## src/rtl/gtwiz_userclk_rx_drp_ctrl.sv

```systemverilog
// gtwiz_userclk_rx_drp_ctrl
// DRP initiator for the RX user-clock PLL. It takes one read or masked-write
// command at a time and runs the DRP handshake. A masked write is done as a
// read-modify-write. It gives up on a silent PLL after TIMEOUT_CYCLES wait
// cycles and returns exactly one response per accepted command.
`timescale 1ns/1ps

module gtwiz_userclk_rx_drp_ctrl #(
    parameter int unsigned TIMEOUT_CYCLES = 255
) (
    input  logic        gtwiz_userclk_rx_usrclk2_out,
    input  logic        gtwiz_userclk_rx_reset_in,

    // Fabric command / response side
    input  logic        cmd_valid,
    output logic        cmd_ready,
    input  logic        cmd_write,
    input  logic [6:0]  cmd_addr,
    input  logic [15:0] cmd_data,
    input  logic [15:0] cmd_mask,
    output logic        rsp_valid,
    output logic [15:0] rsp_data,
    output logic        rsp_timeout,
    output logic        err_spurious,

    // PLL DRP side
    output logic        drpen,
    output logic        drpwe,
    output logic [6:0]  drpaddr,
    output logic [15:0] drpdi,
    input  logic [15:0] drpdo,
    input  logic        drprdy
);

    // The wait counter only ever has to hold values up to TIMEOUT_CYCLES.
    localparam int unsigned CNT_W = $clog2(TIMEOUT_CYCLES + 1);
    // Counter value in the last wait cycle. The wait cycles are numbered
    // 0 .. TIMEOUT_CYCLES-1, so the response lands TIMEOUT_CYCLES cycles
    // after the WAIT state is entered.
    localparam logic [CNT_W-1:0] CNT_LAST = CNT_W'(TIMEOUT_CYCLES - 1);

    typedef enum logic [2:0] {
        IDLE,
        RD_REQ,
        RD_WAIT,
        WR_REQ,
        WR_WAIT,
        RESP
    } state_t;

    state_t            state_q;
    state_t            next_state;

    // Command latched in the accept cycle. The inputs are free to change after that.
    logic              cmd_write_q;
    logic [6:0]        addr_q;
    logic [15:0]       data_q;
    logic [15:0]       mask_q;

    logic [15:0]       drpdi_q;
    logic [15:0]       rsp_data_q;
    logic              timed_out_q;
    logic              rd_hit_q;
    logic [CNT_W-1:0]  cnt_q;
    logic              cmd_ready_q;
    logic              err_spurious_q;

    logic              accept;
    logic              wait_last;
    logic              spurious;
    logic [15:0]       merged;

    // Read-modify-write merge: set mask bits come from the command and clear
    // mask bits keep the current register value.
    assign merged    = (drpdo & ~mask_q) | (data_q & mask_q);
    assign wait_last = (cnt_q == CNT_LAST);

    // State register.
    always_ff @(posedge gtwiz_userclk_rx_usrclk2_out or posedge gtwiz_userclk_rx_reset_in) begin
        if (gtwiz_userclk_rx_reset_in) begin
            state_q <= IDLE;
        end else begin
            // NOTE: sequential state always uses non-blocking assignments so every flop samples pre-edge values.
            state_q <= next_state;
        end
    end

    // Next-state logic and the DRP strobes, which are decoded from the state.
    always_comb begin
        // NOTE: every signal gets a default first so no path leaves it unassigned, which would infer a latch.
        next_state  = state_q;
        accept      = 1'b0;
        drpen       = 1'b0;
        drpwe       = 1'b0;
        rsp_valid   = 1'b0;
        rsp_timeout = 1'b0;
        spurious    = 1'b0;

        case (state_q)
            IDLE: begin
                spurious = drprdy;
                if (cmd_valid && cmd_ready_q) begin
                    accept     = 1'b1;
                    next_state = RD_REQ;
                end
            end

            RD_REQ: begin
                spurious   = drprdy;
                drpen      = 1'b1;
                next_state = RD_WAIT;
            end

            RD_WAIT: begin
                // A read completion spends one extra cycle here. The captured
                // data then drives rsp_data straight from a flop in RESP.
                if (rd_hit_q) begin
                    next_state = RESP;
                end else if (drprdy) begin
                    // drprdy beats a timeout that falls in the same cycle.
                    next_state = cmd_write_q ? WR_REQ : RD_WAIT;
                end else if (wait_last) begin
                    // A read timeout skips the write phase.
                    next_state = RESP;
                end
            end

            WR_REQ: begin
                spurious   = drprdy;
                drpen      = 1'b1;
                drpwe      = 1'b1;
                next_state = WR_WAIT;
            end

            WR_WAIT: begin
                if (drprdy || wait_last) begin
                    next_state = RESP;
                end
            end

            RESP: begin
                spurious    = drprdy;
                rsp_valid   = 1'b1;
                rsp_timeout = timed_out_q;
                next_state  = IDLE;
            end

            default: begin
                next_state = IDLE;
            end
        endcase
    end

    // Command capture, wait counter, DRP data and response registers.
    always_ff @(posedge gtwiz_userclk_rx_usrclk2_out or posedge gtwiz_userclk_rx_reset_in) begin
        if (gtwiz_userclk_rx_reset_in) begin
            // NOTE: the data registers are reset as well, because drpaddr, drpdi and rsp_data must read 0 during reset.
            cmd_write_q    <= 1'b0;
            addr_q         <= '0;
            data_q         <= '0;
            mask_q         <= '0;
            drpdi_q        <= '0;
            rsp_data_q     <= '0;
            timed_out_q    <= 1'b0;
            rd_hit_q       <= 1'b0;
            cnt_q          <= '0;
            cmd_ready_q    <= 1'b0;
            err_spurious_q <= 1'b0;
        end else begin
            // cmd_ready is registered. It stays low through reset and rises
            // on the first clock after reset is released.
            cmd_ready_q <= (next_state == IDLE);

            if (spurious) begin
                err_spurious_q <= 1'b1;
            end

            case (state_q)
                IDLE: begin
                    if (accept) begin
                        cmd_write_q <= cmd_write;
                        addr_q      <= cmd_addr;
                        data_q      <= cmd_data;
                        mask_q      <= cmd_mask;
                        timed_out_q <= 1'b0;
                        rd_hit_q    <= 1'b0;
                    end
                end

                RD_REQ, WR_REQ: begin
                    cnt_q <= '0;
                end

                RD_WAIT: begin
                    cnt_q <= cnt_q + CNT_W'(1);
                    if (!rd_hit_q) begin
                        if (drprdy) begin
                            if (cmd_write_q) begin
                                drpdi_q <= merged;
                            end else begin
                                rsp_data_q <= drpdo;
                                rd_hit_q   <= 1'b1;
                            end
                        end else if (wait_last) begin
                            rsp_data_q  <= '0;
                            timed_out_q <= 1'b1;
                        end
                    end
                end

                WR_WAIT: begin
                    cnt_q <= cnt_q + CNT_W'(1);
                    if (drprdy) begin
                        rsp_data_q <= drpdi_q;
                    end else if (wait_last) begin
                        rsp_data_q  <= '0;
                        timed_out_q <= 1'b1;
                    end
                end

                RESP: begin
                    rd_hit_q <= 1'b0;
                end

                default: begin
                    cnt_q <= '0;
                end
            endcase
        end
    end

    assign cmd_ready    = cmd_ready_q;
    assign rsp_data     = rsp_data_q;
    assign err_spurious = err_spurious_q;
    assign drpaddr      = addr_q;
    assign drpdi        = drpdi_q;

endmodule
```

## config.mk

```make
export PLATFORM = sky130hd
export DESIGN_NAME = gtwiz_userclk_rx_drp_ctrl
export DESIGN_NICKNAME = d
export VERILOG_FILES = /design/src/rtl/gtwiz_userclk_rx_drp_ctrl.sv
export SDC_FILE = /design/constraint.sdc
export NUM_CORES = 1
export LEC_CHECK = 0
export CORE_UTILIZATION = 52
export CTS_CLUSTER_DIAMETER = 80
export DETAILED_ROUTE_END_ITERATION = 10
export HOLD_SLACK_MARGIN = 0.05
export PLACE_DENSITY = 0.85
export SYNTH_ARGS = -nofsm -noshare
export SYNTH_HDL_FRONTEND = slang
export SYNTH_SLANG_ARGS = --single-unit
```

## constraint.sdc

```tcl
create_clock -name gtwiz_userclk_rx_usrclk2_out -period 6.9 [get_ports gtwiz_userclk_rx_usrclk2_out]
set_input_delay 1.38 -clock gtwiz_userclk_rx_usrclk2_out [delete_from_list [all_inputs] [get_ports gtwiz_userclk_rx_usrclk2_out]]
set_output_delay 1.38 -clock gtwiz_userclk_rx_usrclk2_out [all_outputs]
set_load 0.01 [all_outputs]
```

==> impl_metrics.csv, run 1 <==
group,metric,value,unit
clock_tree,post_cts_buffers,0,
hold_path,worstHoldStart,"err_spurious",
power_and_ir_drop,power,2.19,mW
worst_setup_path,path_class,"flop to primary output",
yosys,syn-cell-area,4000,um2
yosys,ys_warn_count,0,
clock_tree,cts.path.max_buffers,2,
sta,max_freq,249,MHz
floorplanning,pin_count,105,
grt,gr-total-overflow,0,
placed_design,port_buffers,104,
final_layout,diodes,0,
yosys,synth_area_leader_cell,"dfrtp_1",
worst_setup_path,reg2reg_depth,3,
worst_setup_path,cp_data_arrival_time,2640,ps
sta,finalHoldViolations,0,
sta,tightest_slew,1190,ps
worst_setup_path,crit_fanout,23,
clock_tree,root_buffer,"clkbuf_8",
yosys,async_flop_share,100,%
power_and_ir_drop,ir_drop,0.000227,V
clock_tree,htree_levels,3,
yosys,synth.area.top_cells,"dfrtp_1, mux2_2, mux2i_1",
detailed_routing,wl_per_cell,17.8,um
detailed_routing,num_vias,2944,
power_and_ir_drop,powerDensity,413,nW/um2
grt,grt_pass1_vias,2922,
sta,period_minus_slack,4020,ps
detailed_routing,routed_wl,9420,um
power_and_ir_drop,power.clock.fraction,18.3,%
worst_setup_path,cp.required,5520,ps
yosys,synth_flop_cell,"dfrtp_1",
job,max_cap_viol_count,0,
final_layout,final_nets,487,
sta,tns,0,ps
worst_setup_path,start_kind,"flop",
hold_path,min-delay-path-class,"flop to flop",
grt,grt_max_degree,88,
detailed_routing,postRouteAntennaNets,0,
status,status,"completed",
clock_tree,cts.repair.resized,0,
power_and_ir_drop,pwr-share-seq,42.7,%
worst_setup_path,ff2ff_setup_slack,4200,ps
power_and_ir_drop,comb_power_share,39.0,%
clock_tree,hold_buffers,0,
final_layout,drive_above_1_share,14.9,%
yosys,avgSynthCellArea,12.2,um2
clock_tree,clkLatencyLatePin,360,ps
sta,slew_viol_final,0,
sta,relSlewSlack,20.5,%
grt,antenna_found_initial,0,
power_and_ir_drop,power_switching,0.736,mW
worst_setup_path,end_kind,"primary output",
worst_setup_path,reg2reg_to,"mask_q[8]",
sta,rsz0062_at_grt,"false",
worst_setup_path,r2r_start,"state_q[1]",
hold_path,hold_depth,1,
floorplanning,initial_utilization,54.5,%
power_and_ir_drop,p_int,1.45,mW
floorplanning,die_w,89.7,um
clock_tree,cts_tree,"done",
yosys,syn-instance-count,328,
power_and_ir_drop,p_sw_share,33.6,%
final_layout,area_delta_synth_final,32.5,%
power_and_ir_drop,p_leak,2.20,nW
clock_tree,clkTransAtPathRegs,90,ps
yosys,synth_edf_count,0,
detailed_routing,drt_iter0_markers,139,
sta,setup_viol,0,
sta,finalClockSkew,7.42,ps
yosys,ys_ff_latch,87,
yosys,syn_nets,390,
clock_tree,cts_buffers,9,
clock_tree,clock-sinks,87,
yosys,seq_area_frac_synth,54.5,%
detailed_routing,drt-pass1-iter-count,4,
detailed_routing,avgViaCountPerCell,5.57,
yosys,ys_types,48,
sta,period_share,58.3,%
floorplanning,row_count,31,
yosys,synth_top_cell_area_share,54.5,%
placed_design,gp_congestion,0.835,
grt,grt_pass1_wl,14600,um
floorplanning,die-area,8040,um2
floorplanning,dieHeight,89.7,um
placed_design,place_hpwl,6420,um
grt,track_usage,25.0,%
detailed_routing,drc,0,
floorplanning,core,7330,um2
hold_path,worstHoldEndpoint,"err_spurious",
## layout by cell type (no fill, tap or decap), drive strengths merged, types with 3 or more instances in the layout
cell type / count
a21oi: 25
dfrtp: 87
a21o: 3
clkbuf: 10
nor3b: 3
a31oi: 6
maj3: 3
buf: 3
nor2: 27
and3: 4
nand3b: 3
o21ai: 10
o2bb2ai: 17
nand2: 10
mux2: 39
mux2i: 32
clkdlybuf4s50: 104
clkinvlp: 3
nand2b: 4
inv: 5
nor3: 3
## layout make-up
class | count | area [um2]
timing repair buffer | 107 | 1060
sequential | 87 | 2180
inverter | 5 | 20.0
clock inverter | 6 | 91.3
tap | 99 | 124
multi-input combinational | 215 | 1680
fill | 501 | 2030
clock buffer | 10 | 138
## kinds of logic after synthesis
kind of cell	share of synthesized area, %
flip-flops	54.5
AND/OR/NAND/NOR	8.83
XOR/XNOR	0.438
adder cells (fa/ha/maj)	1.38
multiplexers	19.0
buffers and inverters	3.44
AO/OA/AOI/OAI	12.5
## per-layer routing
layer	wire (um)	global-route usage, %
met5	0	0
met4	221	12.1
met3	585	6.03
met2	4690	41.0
met1	3930	31.2
## synthesized netlist by cell type, types with 2 or more instances
| cell type | n |
|---|---|
| a211oi_1 | 2 |
| a21o_1 | 3 |
| a21oi_1 | 25 |
| a31oi_1 | 6 |
| and3_1 | 4 |
| buf_2 | 8 |
| buf_4 | 2 |
| buf_6 | 3 |
| clkbuf_1 | 8 |
| dfrtp_1 | 87 |
| ha_1 | 2 |
| inv_1 | 5 |
| maj3_1 | 3 |
| mux2_1 | 2 |
| mux2_2 | 37 |
| mux2i_1 | 32 |
| nand2_1 | 10 |
| nand2b_1 | 4 |
| nand3_1 | 2 |
| nor2_1 | 26 |
| nor2b_1 | 2 |
| nor3_1 | 3 |
| nor3b_1 | 3 |
| o21ai_0 | 9 |
| o2bb2ai_1 | 16 |
| o31ai_1 | 2 |
## worst max-delay path by stage
stage	from	end	slack, ps	cells past startpoint
final	state_q[2]	rsp_valid	2880	3
after CTS	state_q[2]	rsp_valid	2890	3
after detailed placement	cmd_valid	mask_q[8]	3130	5
after floorplan	gtwiz_userclk_rx_reset_in	cmd_ready	3270	1
after global placement	cmd_valid	data_q[9]	3180	5
after global routing	state_q[2]	rsp_valid	2760	3
## per-stage QoR
stage	instances	setup WS [ps]	instance area, um2	hold slack [ps]	utilization [%]
after floorplan	328	3270	4000	458	-
after global placement	513	3180	5070	439	69.1
after detailed placement	513	3130	5070	458	69.1
after CTS	529	2890	5300	480	72.2
after global routing	529	2760	5300	523	72.2
final	529	2880	5300	472	72.2
## worst max-delay path, stage by stage (launching register included)
cell and delay [ps]:
dfrtp_1 880, inv_1 270, nor2_1 490, clkdlybuf4s50_1 640
## sequential cells by signal, indices dropped and copies added, names as in the netlist, 3 cells and up
| register | cells |
|---|---|
| rsp_data | 16 |
| drpdi | 16 |
| mask_q | 16 |
| state_q | 3 |
| data_q | 16 |
| cnt_q | 8 |
| drpaddr | 7 |
## power by group through the flow
stage / combinational, mW / sequential, mW / clock (mW)
after detailed placement: 0.857 / 0.939 / 0
final: 0.854 / 0.936 / 0.400
after global placement: 0.823 / 0.927 / 0
after floorplan: 0.497 / 0.919 / 0
after CTS: 0.863 / 0.936 / 0.407
after global routing: 0.923 / 0.971 / 0.423
Note: power is estimated with default switching activity, not from simulation.
==> inputs of run 2 (changes only) <==
--- a/config.mk
+++ b/config.mk
@@ -5,11 +5,11 @@
 export SDC_FILE = /design/constraint.sdc
 export NUM_CORES = 1
 export LEC_CHECK = 0
-export CORE_UTILIZATION = 52
+export CORE_UTILIZATION = 49
 export CTS_CLUSTER_DIAMETER = 80
 export DETAILED_ROUTE_END_ITERATION = 10
 export HOLD_SLACK_MARGIN = 0.05
-export PLACE_DENSITY = 0.85
+export PLACE_DENSITY = 0.8
 export SYNTH_ARGS = -nofsm -noshare
 export SYNTH_HDL_FRONTEND = slang
 export SYNTH_SLANG_ARGS = --single-unit
==> constraint.sdc (replaced) <==
create_clock -name gtwiz_userclk_rx_usrclk2_out -period 3.8 [get_ports gtwiz_userclk_rx_usrclk2_out]
set_input_delay 0.76 -clock gtwiz_userclk_rx_usrclk2_out [delete_from_list [all_inputs] [get_ports gtwiz_userclk_rx_usrclk2_out]]
set_output_delay 0.76 -clock gtwiz_userclk_rx_usrclk2_out [all_outputs]
set_load 0.01 [all_outputs]
==> impl_metrics.csv, run 2 (synthesized netlist as in run 1, its figures left out) <==
group,metric,value,unit
power_and_ir_drop,power,3.96,mW
clock_tree,cts.path.max_buffers,2,
grt,grtUsageMet1,29.6,%
floorplanning,initial_utilization,51.2,%
sta,max_freq,306,MHz
power_and_ir_drop,p_leak,2.22,nW
grt,use_met3,5.58,%
power_and_ir_drop,power.clock.fraction,18.4,%
power_and_ir_drop,p_sw_share,33.2,%
worst_setup_path,path_cells,"inv_1 -> nor2_1 -> clkdlybuf4s50_1",
worst_setup_path,end_kind,"primary output",
clock_tree,cts_buffers,9,
clock_tree,cts_tree,"done",
grt,gr-total-overflow,0,
sta,fin_ws,528,ps
worst_setup_path,start_kind,"flop",
clock_tree,clkTransAtPathRegs,90,ps
sta,tns,0,ps
status,status,"completed",
clock_tree,hold_buffers,0,
floorplanning,die_w,92.3,um
sta,setup_viol,0,
power_and_ir_drop,pwr-share-seq,42.8,%
floorplanning,pin_count,105,
hold_path,worstHoldEndpoint,"err_spurious",
clock_tree,root_buffer,"clkbuf_8",
worst_setup_path,path_class,"flop to primary output",
final_layout,final_cell_mix,"clkdlybuf4s50_1, dfrtp_1, mux2_2",
sta,rsz0062_at_grt,"false",
sta,tightest_slew,788,ps
worst_setup_path,reg2reg_depth,5,
final_layout,drive_above_1_share,15.0,%
sta,relSlewSlack,47.4,%
power_and_ir_drop,power_switching,1.32,mW
hold_path,worstHoldStart,"err_spurious",
final_layout,diodes,0,
final_layout,final_nets,489,
clock_tree,post_cts_buffers,0,
detailed_routing,avgViaCountPerCell,5.57,
final_layout,final_common_cell,"clkdlybuf4s50_1",
worst_setup_path,cp.required,3040,ps
worst_setup_path,cpPeakStageDelay,840,ps
sta,slew_viol_final,0,
power_and_ir_drop,p_int,2.65,mW
placed_design,place_hpwl,6230,um
floorplanning,dieHeight,92.3,um
worst_setup_path,r2r_start,"state_q[2]",
sta,period_share,86.1,%
detailed_routing,routed_wl,9080,um
clock_tree,cts.repair.resized,0,
power_and_ir_drop,powerDensity,744,nW/um2
sta,period_minus_slack,3270,ps
clock_tree,clock-sinks,87,
power_and_ir_drop,comb_power_share,38.8,%
grt,antenna_found_initial,0,
floorplanning,row_count,32,
clock_tree,htree_levels,3,
grt,met2_usage,37.3,%
detailed_routing,postRouteAntennaNets,0,
grt,track_usage,22.6,%
hold_path,min-delay-path-class,"flop to flop",
job,max_cap_viol_count,0,
detailed_routing,drc,0,
worst_setup_path,crit_fanout,23,
final_layout,area_delta_synth_final,33.3,%
grt,grt_pass1_wl,14900,um
hold_path,hold_depth,1,
worst_setup_path,cp_slowest_cell,"dfrtp_1",
placed_design,gp_congestion,0.863,
placed_design,pre_cts_slack,953,ps
floorplanning,core,7810,um2
floorplanning,die-area,8520,um2
power_and_ir_drop,ir_drop,0.000414,V
worst_setup_path,reg2reg_to,"rsp_data[13]",
sta,finalClockSkew,10.2,ps
detailed_routing,wl_per_cell,17.0,um
worst_setup_path,ff2ff_setup_slack,1430,ps
grt,grt_pass1_vias,3003,
worst_setup_path,cp_data_arrival_time,2510,ps
detailed_routing,drt-pass1-iter-count,4,
grt,grt_max_degree,47,
grt,top_usage_layer,"met2",
placed_design,port_buffers,104,
sta,finalHoldViolations,0,
detailed_routing,num_vias,2977,
clock_tree,clkLatencyLatePin,350,ps
detailed_routing,drt_iter0_markers,194,
## run 2: critical path: cells and delay by family, from the launching register on
kind	cells	cell delay, ps
flip-flops	1	840
AND/OR/NAND/NOR	1	440
buffers and inverters	2	870
## run 2: metrics by stage
step	cells	util [%]	instance area, um2	hold WS [ps]
floorplan	328	-	4000	458
global placement	518	65.3	5100	438
detailed placement	518	65.3	5100	449
CTS	534	68.3	5330	465
global route	534	68.3	5330	480
finish	534	68.3	5330	466
## run 2: worst max path at each step
stage               cells past startpoint        end                      start  slack [ps]
floorplan                               1  cmd_ready  gtwiz_userclk_rx_reset_in         790
global placement                        3  rsp_valid                 state_q[2]        1010
detailed placement                      3  rsp_valid                 state_q[2]         950
CTS                                     3  rsp_valid                 state_q[2]         560
global route                            3  rsp_valid                 state_q[2]         350
finish                                  3  rsp_valid                 state_q[2]         530
## run 2: layout make-up
class / count / area [um2]
Sequential cell: 87 / 2180
Clock inverter: 5 / 88.8
Inverter: 5 / 20.0
Fill cell: 574 / 2480
Clock buffer: 11 / 141
Timing Repair Buffer: 109 / 1090
Multi-Input combinational cell: 215 / 1680
Tap cell: 102 / 128
## run 2: power by group through the flow
stage / Combinational, mW / Sequential [mW] / Clock, mW
2_1_floorplan: 0.903 / 1.67 / 0
3_3_place_gp: 1.50 / 1.69 / 0
3_5_place_dp: 1.55 / 1.70 / 0
4_1_cts: 1.55 / 1.69 / 0.745
5_1_grt: 1.67 / 1.75 / 0.792
6_report: 1.54 / 1.70 / 0.730
## run 2: layer usage
| layer | part of all wire (%) | wire length (um) | up-vias |
|---|---|---|---|
| li1 | - | - | 1378 |
| met1 | 44 | 3970 | 1479 |
| met2 | 50 | 4520 | 109 |
| met3 | 5.1 | 460 | 11 |
| met4 | 1.4 | 130 | 0 |
| met5 | 0 | 0 | - |
==> inputs of run 3 (changes only) <==
--- a/config.mk
+++ b/config.mk
@@ -9,7 +9,8 @@
 export CTS_CLUSTER_DIAMETER = 80
 export DETAILED_ROUTE_END_ITERATION = 10
 export HOLD_SLACK_MARGIN = 0.05
-export PLACE_DENSITY = 0.8
+export PLACE_DENSITY = 0.86
+export SLEW_MARGIN = 20
 export SYNTH_ARGS = -nofsm -noshare
 export SYNTH_HDL_FRONTEND = slang
 export SYNTH_SLANG_ARGS = --single-unit
==> impl_metrics.csv, run 3 (synthesized netlist as in run 1, its figures left out) <==
group,metric,value,unit
grt,antenna_found_initial,0,
worst_setup_path,r2r_start,"state_q[2]",
placed_design,place_area,5100,um2
floorplanning,core,7810,um2
final_layout,register_area,2180,um2
power_and_ir_drop,ir_drop,0.000397,V
detailed_routing,wl_per_cell,16.9,um
clock_tree,hold_buffers,0,
grt,track_usage,22.2,%
clock_tree,post_cts_buffers,0,
sta,tightest_slew,822,ps
sta,fin_ws,535,ps
placed_design,port_buffers,104,
final_layout,multi_input_area,1680,um2
sta,whs,469,ps
hold_path,min-delay-path-class,"flop to flop",
grt,grt_pass1_wl,14700,um
final_layout,diodes,0,
sta,setup_viol,0,
hold_path,worstHoldStart,"err_spurious",
sta,slew_viol_final,0,
floorplanning,die_w,92.3,um
sta,finalClockSkew,10.9,ps
worst_setup_path,end_kind,"primary output",
final_layout,drive_above_1_share,14.8,%
worst_setup_path,startpoint,"state_q[2]",
clock_tree,cts_tree,"done",
clock_tree,cts.path.max_buffers,2,
detailed_routing,drc,0,
worst_setup_path,start_kind,"flop",
sta,relSlewSlack,45.1,%
grt,top_usage_layer,"met2",
sta,finalHoldViolations,0,
sta,period_minus_slack,3270,ps
grt,use_met3,7.31,%
clock_tree,htree_levels,3,
power_and_ir_drop,p_leak,2.21,nW
placed_design,place_hpwl,6120,um
detailed_routing,postRouteAntennaNets,0,
final_layout,fin_area,5310,um2
detailed_routing,routed_wl,9010,um
grt,gr-total-overflow,0,
final_layout,final_common_cell,"clkdlybuf4s50_1",
sta,period_share,85.9,%
final_layout,post-route-util,68.0,%
floorplanning,initial_utilization,51.2,%
detailed_routing,drt_iter0_markers,111,
job,max_cap_viol_count,0,
final_layout,final_nets,489,
power_and_ir_drop,powerDensity,737,nW/um2
sta,rsz0062_at_grt,"false",
floorplanning,pin_count,105,
clock_tree,cts.repair.resized,0,
detailed_routing,num_vias,2938,
status,status,"completed",
clock_tree,cts_buffers,9,
final_layout,final_cell_mix,"clkdlybuf4s50_1, dfrtp_1, mux2_2",
sta,max_freq,306,MHz
floorplanning,die-area,8520,um2
clock_tree,root_buffer,"clkbuf_8",
grt,met2_usage,36.3,%
grt,grtUsageMet1,28.2,%
worst_setup_path,path_class,"flop to primary output",
detailed_routing,drt-pass1-iter-count,4,
final_layout,area_delta_synth_final,32.8,%
grt,grt_max_degree,47,
sta,tns,0,ps
clock_tree,clock-sinks,87,
detailed_routing,avgViaCountPerCell,5.51,
worst_setup_path,cp_data_arrival_time,2510,ps
clock_tree,clkLatencyLatePin,350,ps
grt,grt_pass1_vias,2941,
floorplanning,dieHeight,92.3,um
placed_design,gp_congestion,0.881,
worst_setup_path,crit_fanout,23,
floorplanning,row_count,32,
clock_tree,clkTransAtPathRegs,80,ps
placed_design,pre_cts_slack,926,ps
final_layout,fill_cells,587,
worst_setup_path,cp.required,3040,ps
[run 3: changes by cell type in the layout (fill, tap and decap cells not counted), sizes merged]
cell | previous run | this run
clkbuf | 11 | 10
clkinvlp | 0 | 2
inv | 6 | 4
[run 3: worst paths after layout]
kind                                      to  slack (ps)  depth (start not counted)
worst min register to register  err_spurious         470                          1
worst max-delay path               rsp_valid         530                          3
worst max register to register   rsp_data[7]        1460                          5
max in group asynchronous           cnt_q[0]        2240                          3
min in group asynchronous           cnt_q[2]         870                          2
worst min-delay path            err_spurious         470                          1
[run 3: through the flow]
stage               cells  total power, mW
global route          533             4.16
detailed placement    518             3.24
global placement      518             3.18
finish                533             3.92
floorplan             328             2.57
CTS                   533             3.95
[run 3: report_power, final]
part	switching, mW	internal (mW)
combinational	0.620	0.917
clock	0.319	0.368
sequential	0.357	1.34
[run 3: worst max-delay path: stages (launching register included)]
cell and delay [ps]:
dfrtp_1 850, inv_1 240, nor2_1 440, clkdlybuf4s50_1 630
[run 3: routing by layer]
metal	vias to the layer above	share of wire (%)
met3	12	6.6
met4	0	1.3
met2	95	50
met1	1446	43
met5	-	0
li1	1385	-
[run 3: layout make-up]
| cell class | instances | area share, % |
|---|---|---|
| clock buffer | 10 | 2.40 |
| clock inverter | 5 | 1.58 |
| inverter | 5 | 0.377 |
| multi-input combinational | 215 | 31.7 |
| sequential | 87 | 41.0 |
| tap | 102 | 2.40 |
| timing repair buffer | 109 | 20.5 |
